`src/rtl/demux_rr_pkg.sv`:
```
// demux_rr_pkg: shared types, sizes and the rotate-priority pick for the round-robin demux scheduler.
package demux_rr_pkg;
    localparam int NUM_CH = 4;
    localparam int SEL_W = 2;
    typedef enum logic {ST_EMPTY = 1'b0, ST_FULL = 1'b1} state_t;
    // Scan from the farthest offset down so the nearest enabled channel to base wins.
    function automatic logic [SEL_W-1:0] rr_pick(input logic [NUM_CH-1:0] mask, input logic [SEL_W-1:0] base);
        logic [SEL_W-1:0] k;
        rr_pick = base;
        for (int i = NUM_CH - 1; i >= 0; i--) begin
            k = base + SEL_W'(i);
            if (mask[k]) rr_pick = k;
        end
    endfunction
endpackage

```
`src/rtl/demux_rr_scheduler_rr_pick4.sv`:
```
// rr_pick4: combinational 4-way rotate-priority encoder, first enabled channel at or after base.
module rr_pick4
    import demux_rr_pkg::*;
(
    input  logic [NUM_CH-1:0] mask_i,
    input  logic [SEL_W-1:0]  base_i,
    output logic [SEL_W-1:0]  target_o
);
    assign target_o = rr_pick(mask_i, base_i);
endmodule

```
`src/rtl/demux_rr_scheduler.sv`:
```
// demux_rr_scheduler: single-entry beat buffer steering each beat round-robin to one of 4 enabled lanes.
// Define DEMUX_RR_SCHED_CNT_EN to add per-channel delivered-beat counters on o_ch_cnt.
module demux_rr_scheduler
    import demux_rr_pkg::*;
#(
    parameter int DATA_W = 8
`ifdef DEMUX_RR_SCHED_CNT_EN
    , parameter int CNT_W = 16
`endif
) (
    input  logic              i_clk,
    input  logic              i_rst,
    input  logic [NUM_CH-1:0] i_ch_en,
    input  logic [DATA_W-1:0] i_data,
    input  logic              i_valid,
    output logic              o_ready,
    output logic [DATA_W-1:0] o_data,
    output logic [SEL_W-1:0]  o_sel,
    output logic [NUM_CH-1:0] o_ch_valid,
    input  logic [NUM_CH-1:0] i_ch_ready
`ifdef DEMUX_RR_SCHED_CNT_EN
    , output logic [NUM_CH*CNT_W-1:0] o_ch_cnt
`endif
);
    state_t state_q;
    logic [DATA_W-1:0] data_q;
    logic [SEL_W-1:0] sel_q, sel_d, rr_q, base;
    logic [NUM_CH-1:0] ch_valid_q;
    logic deliver, accept, ready;

    assign deliver = state_q == ST_FULL && i_ch_ready[sel_q];
    // Gating with reset keeps the producer stalled for the whole reset window.
    assign ready = !i_rst && |i_ch_en && (state_q == ST_EMPTY || deliver);
    assign accept = i_valid && ready;
    assign base = deliver ? sel_q + SEL_W'(1) : rr_q;

    rr_pick4 u_pick (
        .mask_i  (i_ch_en),
        .base_i  (base),
        .target_o(sel_d)
    );

    always_ff @(posedge i_clk or posedge i_rst) begin
        if (i_rst) begin
            state_q    <= ST_EMPTY;
            data_q     <= '0;
            sel_q      <= '0;
            rr_q       <= '0;
            ch_valid_q <= '0;
        end else begin
            if (deliver) rr_q <= sel_q + SEL_W'(1);
            if (accept) begin
                state_q    <= ST_FULL;
                data_q     <= i_data;
                sel_q      <= sel_d;
                ch_valid_q <= NUM_CH'(1) << sel_d;
            end else if (deliver) begin
                state_q    <= ST_EMPTY;
                ch_valid_q <= '0;
            end
        end
    end

    assign o_ready    = ready;
    assign o_data     = data_q;
    assign o_sel      = sel_q;
    assign o_ch_valid = ch_valid_q;

`ifdef DEMUX_RR_SCHED_CNT_EN
    logic [NUM_CH*CNT_W-1:0] cnt_q;
    always_ff @(posedge i_clk or posedge i_rst) begin
        if (i_rst) cnt_q <= '0;
        else if (deliver) cnt_q[sel_q*CNT_W +: CNT_W] <= cnt_q[sel_q*CNT_W +: CNT_W] + CNT_W'(1);
    end
    assign o_ch_cnt = cnt_q;
`endif
endmodule
```
`config.mk`:
```
export PLATFORM = sky130hd
export DESIGN_NAME = demux_rr_scheduler
export DESIGN_NICKNAME = d
export VERILOG_FILES = /design/src/rtl/demux_rr_pkg.sv /design/src/rtl/demux_rr_scheduler_rr_pick4.sv /design/src/rtl/demux_rr_scheduler.sv
export SDC_FILE = /design/constraint.sdc
export NUM_CORES = 1
export LEC_CHECK = 0
export ABC_AREA = 1
export CORE_MARGIN = 2
export CORE_UTILIZATION = 41
export DETAILED_ROUTE_END_ITERATION = 8
export MAX_ROUTING_LAYER = met4
export PLACE_DENSITY = 0.75
export SYNTH_ARGS = -nofsm -noshare
export SYNTH_HDL_FRONTEND = slang
export SYNTH_HIERARCHICAL = 1
export SYNTH_SLANG_ARGS = --single-unit
```
`constraint.sdc`:
```
create_clock -name i_clk -period 2.3 [get_ports i_clk]
set_clock_uncertainty 0.1 [all_clocks]
set_input_delay 0.575 -clock i_clk [delete_from_list [all_inputs] [get_ports i_clk]]
set_output_delay 0.575 -clock i_clk [all_outputs]
set_load 0.01 [all_outputs]
```
# --- After elaboration in Yosys (flattened, before gate mapping) ---
# Cells that the tools add are included.
word_totals:
  register_bits: 17
  latch_bits: 0
  ram_bits: 0
  romBits: 0
  input_bits: 19
  word_cells: 43
  mem_count: 0
op_classes:
  add_sub_neg: 4
  mul: 0
  div_mod_pow: 0
  n_lt_le_gt_ge: 5
  n_eq_ne: 0
  shift: 1
  mux: 19
  bitwise: 1
  n_reduce_logical: 8
ops:
  columns: ["cell", "count"]
  rows:
  - ["< comparator 2 x 3 -> 1 bit, second input constant", 5]
  - ["binary-select mux 1 bit (select 2 bit)", 5]
  - ["two-way mux 2 bit", 5]
  - ["two-way mux 4 bit", 2]
  - ["two-way mux 1 bit", 7]
  - ["adder 2 x 1 -> 2 bit, second input constant", 2]
  - ["adder 2 bit, second input constant", 2]
  - ["logical AND 1 bit", 4]
  - ["OR reduction 4 bit", 1]
  - ["<< shifter 1 x 2 -> 4 bit, first input constant", 1]
  - ["nonzero test 2 bit", 1]
  - ["logical NOT 1 bit", 1]
  - ["logical OR 1 bit", 1]
  - ["NOT 1 bit", 1]

# --- Longest topological paths before layout ---
depth:
  depth_word: 13
  ltp_mapped: 22
  ltp_nobuf: 21

# --- Modules after synthesis ---
# Netlist, hierarchy kept.
modules_own_cells:
  columns: ["module", "instances", "cells_each", "area_per_inst_um2", "seq_area_each_um2"]
  rows:
  - ["demux_rr_scheduler", 1, 93, 854.6, 425.4]
  - ["rr_pick4", 1, 51, 219.0, 0.0]

# --- Least setup slack after synthesis ---
# OpenSTA, ideal clock, no wires.
synth_timing:
  path_kind: "input -> register"
  start: "input port i_ch_ready[0]"
  end: "register ch_valid_q[1] (netlist: o_ch_valid[1])"
  setup_ns: 0.066
  arrival_time_ns: 2.334
  required_time_ns: 2.134
  path_slack_ns: -0.201
  stages: 20
  path_cell_list: "inv_1 > nand2_1 > nand3b_2 > nand2_1 > nand2_1 > o21ai_0 > inv_2 > nand2_1 > nand2_1 > nand2_1 > nand2_1 > nand2_1 > nand2_1 > nand2_1 > nand2_1 > nand2_1 > inv_1 > nor2_1 > nand4_1 > nand2_1"
synth_between:
  elab_chain_cells: 13
  elab_cells_between_ends: 25
synth_lines:
  columns: ["element", "line_no", "text"]
  rows:
  - ["from (decl)", "demux_rr_scheduler.sv:20", "input logic [NUM_CH-1:0] i_ch_ready"]
  - ["binary-select mux 1 bit (select 2 bit) (*)", "demux_rr_scheduler.sv:31", "assign deliver = state_q == ST_FULL && i_ch_ready[sel_q];"]
  - ["two-way mux 1 bit (not written as such) (*)", "demux_rr_scheduler.sv:31", null]
  - ["logical AND 1 bit (*)", "demux_rr_scheduler.sv:31", null]
  - ["two-way mux 2 bit (*)", "demux_rr_scheduler.sv:35", "assign base = deliver ? sel_q + SEL_W'(1) : rr_q;"]
  - ["named net base[1]", "demux_rr_scheduler.sv:27", "logic [SEL_W-1:0] sel_q, sel_d, rr_q, base;"]
  - ["adder 2 bit", "demux_rr_pkg.sv:11", "k = base + SEL_W'(i);"]
  - ["binary-select mux 1 bit (select 2 bit)", "demux_rr_pkg.sv:12", "if (mask[k]) rr_pick = k;"]
  - ["two-way mux 1 bit (not written as such)", "demux_rr_pkg.sv:12", null]
  - ["two-way mux 2 bit (3 in a row)", "demux_rr_pkg.sv:12", null]
  - ["two-way mux 2 bit (*)", "demux_rr_pkg.sv:12", null]
  - ["named net sel_d[0]", "demux_rr_scheduler.sv:27", null]
  - ["<< shifter 1 x 2 -> 4 bit (*)", "demux_rr_scheduler.sv:56", "ch_valid_q <= NUM_CH'(1) << sel_d;"]
  - ["two-way mux 4 bit (*)", "demux_rr_scheduler.sv:52", "if (accept) begin"]
  - ["to (signal assigned)", "demux_rr_scheduler.sv:56", null]
  - ["to (decl)", "demux_rr_scheduler.sv:28", "logic [NUM_CH-1:0] ch_valid_q;"]
# Mark *: on every way through the listed nets, which the timed path passes. The rest lies on a longest branch. The select of a mux whose other input is x is not followed.
# A chain may end at the register's enable or synchronous reset.

# --- Final worst setup path ---
layout_timing:
  start: "input port i_ch_ready[2]"
  end: "register sel_q[0] (netlist: o_sel[0])"
layout_between:
  elab_chain_cells: 11
  elab_cells_between_ends: 22
layout_lines:
  columns: ["element", "line_no", "text"]
  rows:
  - ["binary-select mux 1 bit (select 2 bit) (*)", "demux_rr_scheduler.sv:31", null]
  - ["two-way mux 1 bit (not written as such) (*)", "demux_rr_scheduler.sv:31", null]
  - ["logical AND 1 bit (*)", "demux_rr_scheduler.sv:31", null]
  - ["two-way mux 2 bit (*)", "demux_rr_scheduler.sv:35", null]
  - ["named net base[1]", "demux_rr_scheduler.sv:27", null]
  - ["adder 2 bit", "demux_rr_pkg.sv:11", null]
  - ["binary-select mux 1 bit (select 2 bit)", "demux_rr_pkg.sv:12", null]
  - ["two-way mux 1 bit (not written as such)", "demux_rr_pkg.sv:12", null]
  - ["two-way mux 2 bit (3 in a row)", "demux_rr_pkg.sv:12", null]
  - ["two-way mux 2 bit (*)", "demux_rr_pkg.sv:12", null]
  - ["named net sel_d[0]", "demux_rr_scheduler.sv:27", null]
  - ["to (signal assigned)", "demux_rr_scheduler.sv:55", "sel_q <= sel_d;"]
  - ["to (decl)", "demux_rr_scheduler.sv:27", null]
# Marks and branches as above.

==> impl_summary.log <==
INFO  metric run_status = finished clean
INFO  metric cts_buffer_depth = 2
INFO  metric arr_time_crit_path = 2440 ps
INFO  metric design.final.nets = 223
INFO  metric worst_skew_pair.late_latency = 310 ps
INFO  metric setup.worst_path.start_class = input port
INFO  metric dpl.cell_count = 221
INFO  metric fin_hold_ws = 388 ps
INFO  metric final_cell_area = approximately 1800 um2
INFO  metric syn_nets = 163
INFO  metric routabilityCongestion = between 0.8 and 0.9
INFO  metric critical_path.most_common_cell = nand2_2
INFO  metric cpPeakStageDelay = 200 ps
INFO  metric top_level_ports = 34
INFO  metric worst-path-max-fanout = 4
INFO  metric cts_tree = done
INFO  metric grt_max_degree = 21
INFO  metric clock_tree.root_cell = clkbuf_4
INFO  metric post_synth_instance_area = between 1000 and 1500 um2
INFO  metric finish.cell_count_without_fillers = 233
INFO  metric antenna_found_initial = 0
INFO  metric max_slew.worst_pin.slew = 638 ps
INFO  metric cpMaxStageDelayCell = dlygate4sd2_1
INFO  metric slew_headroom = between 50% and 60%
INFO  metric holdCritPathClass = register to register
INFO  metric placeableCoreArea = 2480 um2
INFO  metric setup_viol = 0
INFO  metric initial_standard_cell_utilization_of_the_core = 43.3%
INFO  metric cp.buffers_inverters = 7
INFO  metric grt_first_pass_wirelength = around 4.3 mm
INFO  metric synth_area_per_cell = around 7.5 um2
INFO  metric synthCells = 144
INFO  metric rsz_0062_raised_after_global_routing = yes
INFO  metric die_h = ~55 um
INFO  metric maxSlewViolCount = 0
INFO  metric route.detailed.wl_per_inst = 12.1 um
INFO  metric worst_setup_path_end_kind = register
INFO  metric place.port_buffers = 33
INFO  metric number_of_buffers_created_by_cts = 3
INFO  metric post-route-period-util = between 90% and 100%
INFO  metric final_antenna_diode_count = 0
INFO  metric worst_ep_required_time = 2440 ps
INFO  metric path_clk_slew = 100 ps
INFO  metric final_period_minus_worst_setup_slack = ~2300 ps
INFO  metric power_density = 1600 nW/um2
INFO  metric via_count_of_the_first_global_routing_pass = 1,073
INFO  metric globalRouteOverflowTotal = 0
INFO  metric maxClockFrequency = 0.436 GHz
INFO  metric via_count = roughly 1,100
INFO  metric drt_iter0_markers = 13
INFO  metric placement.setup.worst_slack = -667 ps
INFO  metric cts_num_sinks = 17
INFO  metric route.final.wire_length = about 2.8 mm
INFO  metric rows = 18
INFO  metric htree_num_levels = 1
INFO  metric yosysSeqAreaShare = 39.6%
INFO  metric cellLeakagePower = 0.942 nW
INFO  metric synthesis_stage_register_bit_count = 17
INFO  metric drcViolationCount = 0
INFO  metric dp_hpwl = 1.99 mm
INFO  metric synth_cell_types = 18
INFO  metric ys.warnings.count = 6
INFO  metric criticalPathCategory = input port to register
INFO  metric die_w = 55.2 um
INFO  metric placed_instance_area = 1550 um2
INFO  metric max_cap_violations = 0
INFO  metric crit_chain = dlygate4sd2_1 > inv_1 > nand2_2 > nand3_2 > nand2_4 > nand2_8 > buf_6 > nand2_2 > o21ai_4 > buf_6 > nand2_1 > nand2_1 > nand2_1 > nand2_1 > inv_2 > nand2_2 > nand2_2 > nand2_2 > nand2_4 > inv_2 > buf_4 > o21ai_2
INFO  metric detailedRoute.firstPassIterationCount = 4
INFO  metric timing.final.ws_setup = approximately 4.4 ps
INFO  metric vias_per_cell = 4.87
INFO  metric route.antenna.remaining_nets = 0
INFO  metric dieArea = 3040 um2
INFO  metric timing.final.hold_violations = 0
INFO  metric syn2layout_area_growth = 71.3%
INFO  metric drive_gt1_share = 43.8%
INFO  metric post_cts_hold_buffer_count = 0
INFO  metric crit_family = simple AND/OR/NAND/NOR gates
INFO  metric ir_worst_vdd = 1.21 mV
INFO  metric globalRouteTotalUtil = 20.3%
-- metal layers --
layer  GRT usage [%]  wire length, um  vias to the layer above
li1                -                -                      565
met1            21.4             1060                      538
met2            37.7             1620                       26
met3            1.88               86                        6
met4            10.2               65                        0
met5               -                0                        -
-- final timing paths --
path,endpoint,cells past startpoint,slack (ps),start
max,o_sel[0],22,4,i_ch_ready[2]
min,o_data[2],2,390,o_data[2]
max reg2reg,o_sel[0],21,10,o_sel[0]
min reg2reg,o_data[2],2,390,o_data[2]
max in group asynchronous,o_data[2],2,1100,i_rst
min in group asynchronous,rr_q[0],2,600,i_rst
-- registers in the layout, summed over array words and instances (netlist names) --
signal and count:
o_ch_valid 4, o_data 8, o_sel 2, rr_q 2
state_q 1
-- cell usage in the layout (no fill, tap or decap) --
master and count:
nand2_4 6, clkbuf_4 4, nand3_4 2, o21ai_2 11, dfrtp_1 17, nand2_2 20, nand3_2 4, nand3b_4 1
inv_2 4, nand2_1 29, inv_1 22, a21oi_2 1, nand2_8 1, buf_4 19, o21ai_4 3, nor2_2 1
buf_12 1, clkinv_2 1, nor2_4 2, nand3_1 7, clkdlybuf4s50_1 28, buf_6 4, inv_8 1, inv_4 1
nand4_1 4, dlygate4sd2_1 4, buf_2 1, nor2_1 3, xnor2_4 1
-- worst register-to-register path, stage by stage, from the launching register on --
cell     delay [ps]
dfrtp_1         430
inv_2            70
nand2_2          80
nand3_2          90
nand2_4         110
nand2_8          70
buf_6           130
nand2_2          60
o21ai_4          80
buf_6           130
nand2_1          60
nand2_1          60
nand2_1          80
nand2_1          60
inv_2            50
nand2_2          70
nand2_2          70
nand2_2          60
nand2_4          90
inv_2            60
buf_4           140
o21ai_2         110
-- through the flow --
stage          power, mW  setup TNS (ps)  util, %
2_1_floorplan       1.41               0        -
3_3_place_gp        1.93           -3270     62.7
3_5_place_dp        2.02           -4090     62.7
4_1_cts             2.52               0     68.4
5_1_grt             3.19            -691     74.2
6_report            2.94               0     74.2
-- timing repair --
action | in CTS | in global routing
pin swaps | 24 | 23
setup buffers | 4 | 4
hold endpoints to repair | 0 | 0
setup endpoints to repair | 7 | 6
cloned | 1 | 0
resized for setup | 37 | 29
-- cell type report --
cell class	count	area, um2
repair buffers	58	536
well taps	30	37.5
multi-input cells	96	698
inverters	28	115
clock inverters	1	5.00
fillers	175	638
clock buffers	3	22.5
flip-flops and latches	17	425
-- power by group --
part | internal [mW] | total [mW] | switching (mW) | leakage, nW
Combinational | 1.06 | 2.27 | 1.20 | 0.709
Sequential | 0.421 | 0.510 | 0.0897 | 0.215
Clock | 0.0651 | 0.169 | 0.104 | 0.0177
Total | 1.55 | 2.94 | 1.40 | 0.942
-- cell families (layout without fill, tap and decap cells) --
kind of cell,after synthesis,count (layout),synth area share [%]
and+or+nand+nor,80,80,35.3
buffers and inverters,31,90,13.4
xor gates and xnor gates,1,1,0.816
AOI/OAI and AO/OA,15,15,10.8
DFF,17,17,39.6
-- synthesized netlist by cell type (all sizes together) --
master | n | area (um2)
nand2 | 56 | 225
inv | 28 | 110
dfrtp | 17 | 425
o21ai | 14 | 108
nand3 | 13 | 95.1
nor2 | 6 | 22.5
nand4 | 4 | 25.0
buf | 3 | 33.8
a21oi | 1 | 8.76
nand3b | 1 | 11.3
xnor2 | 1 | 8.76
Power figures use the tool's default switching activity.
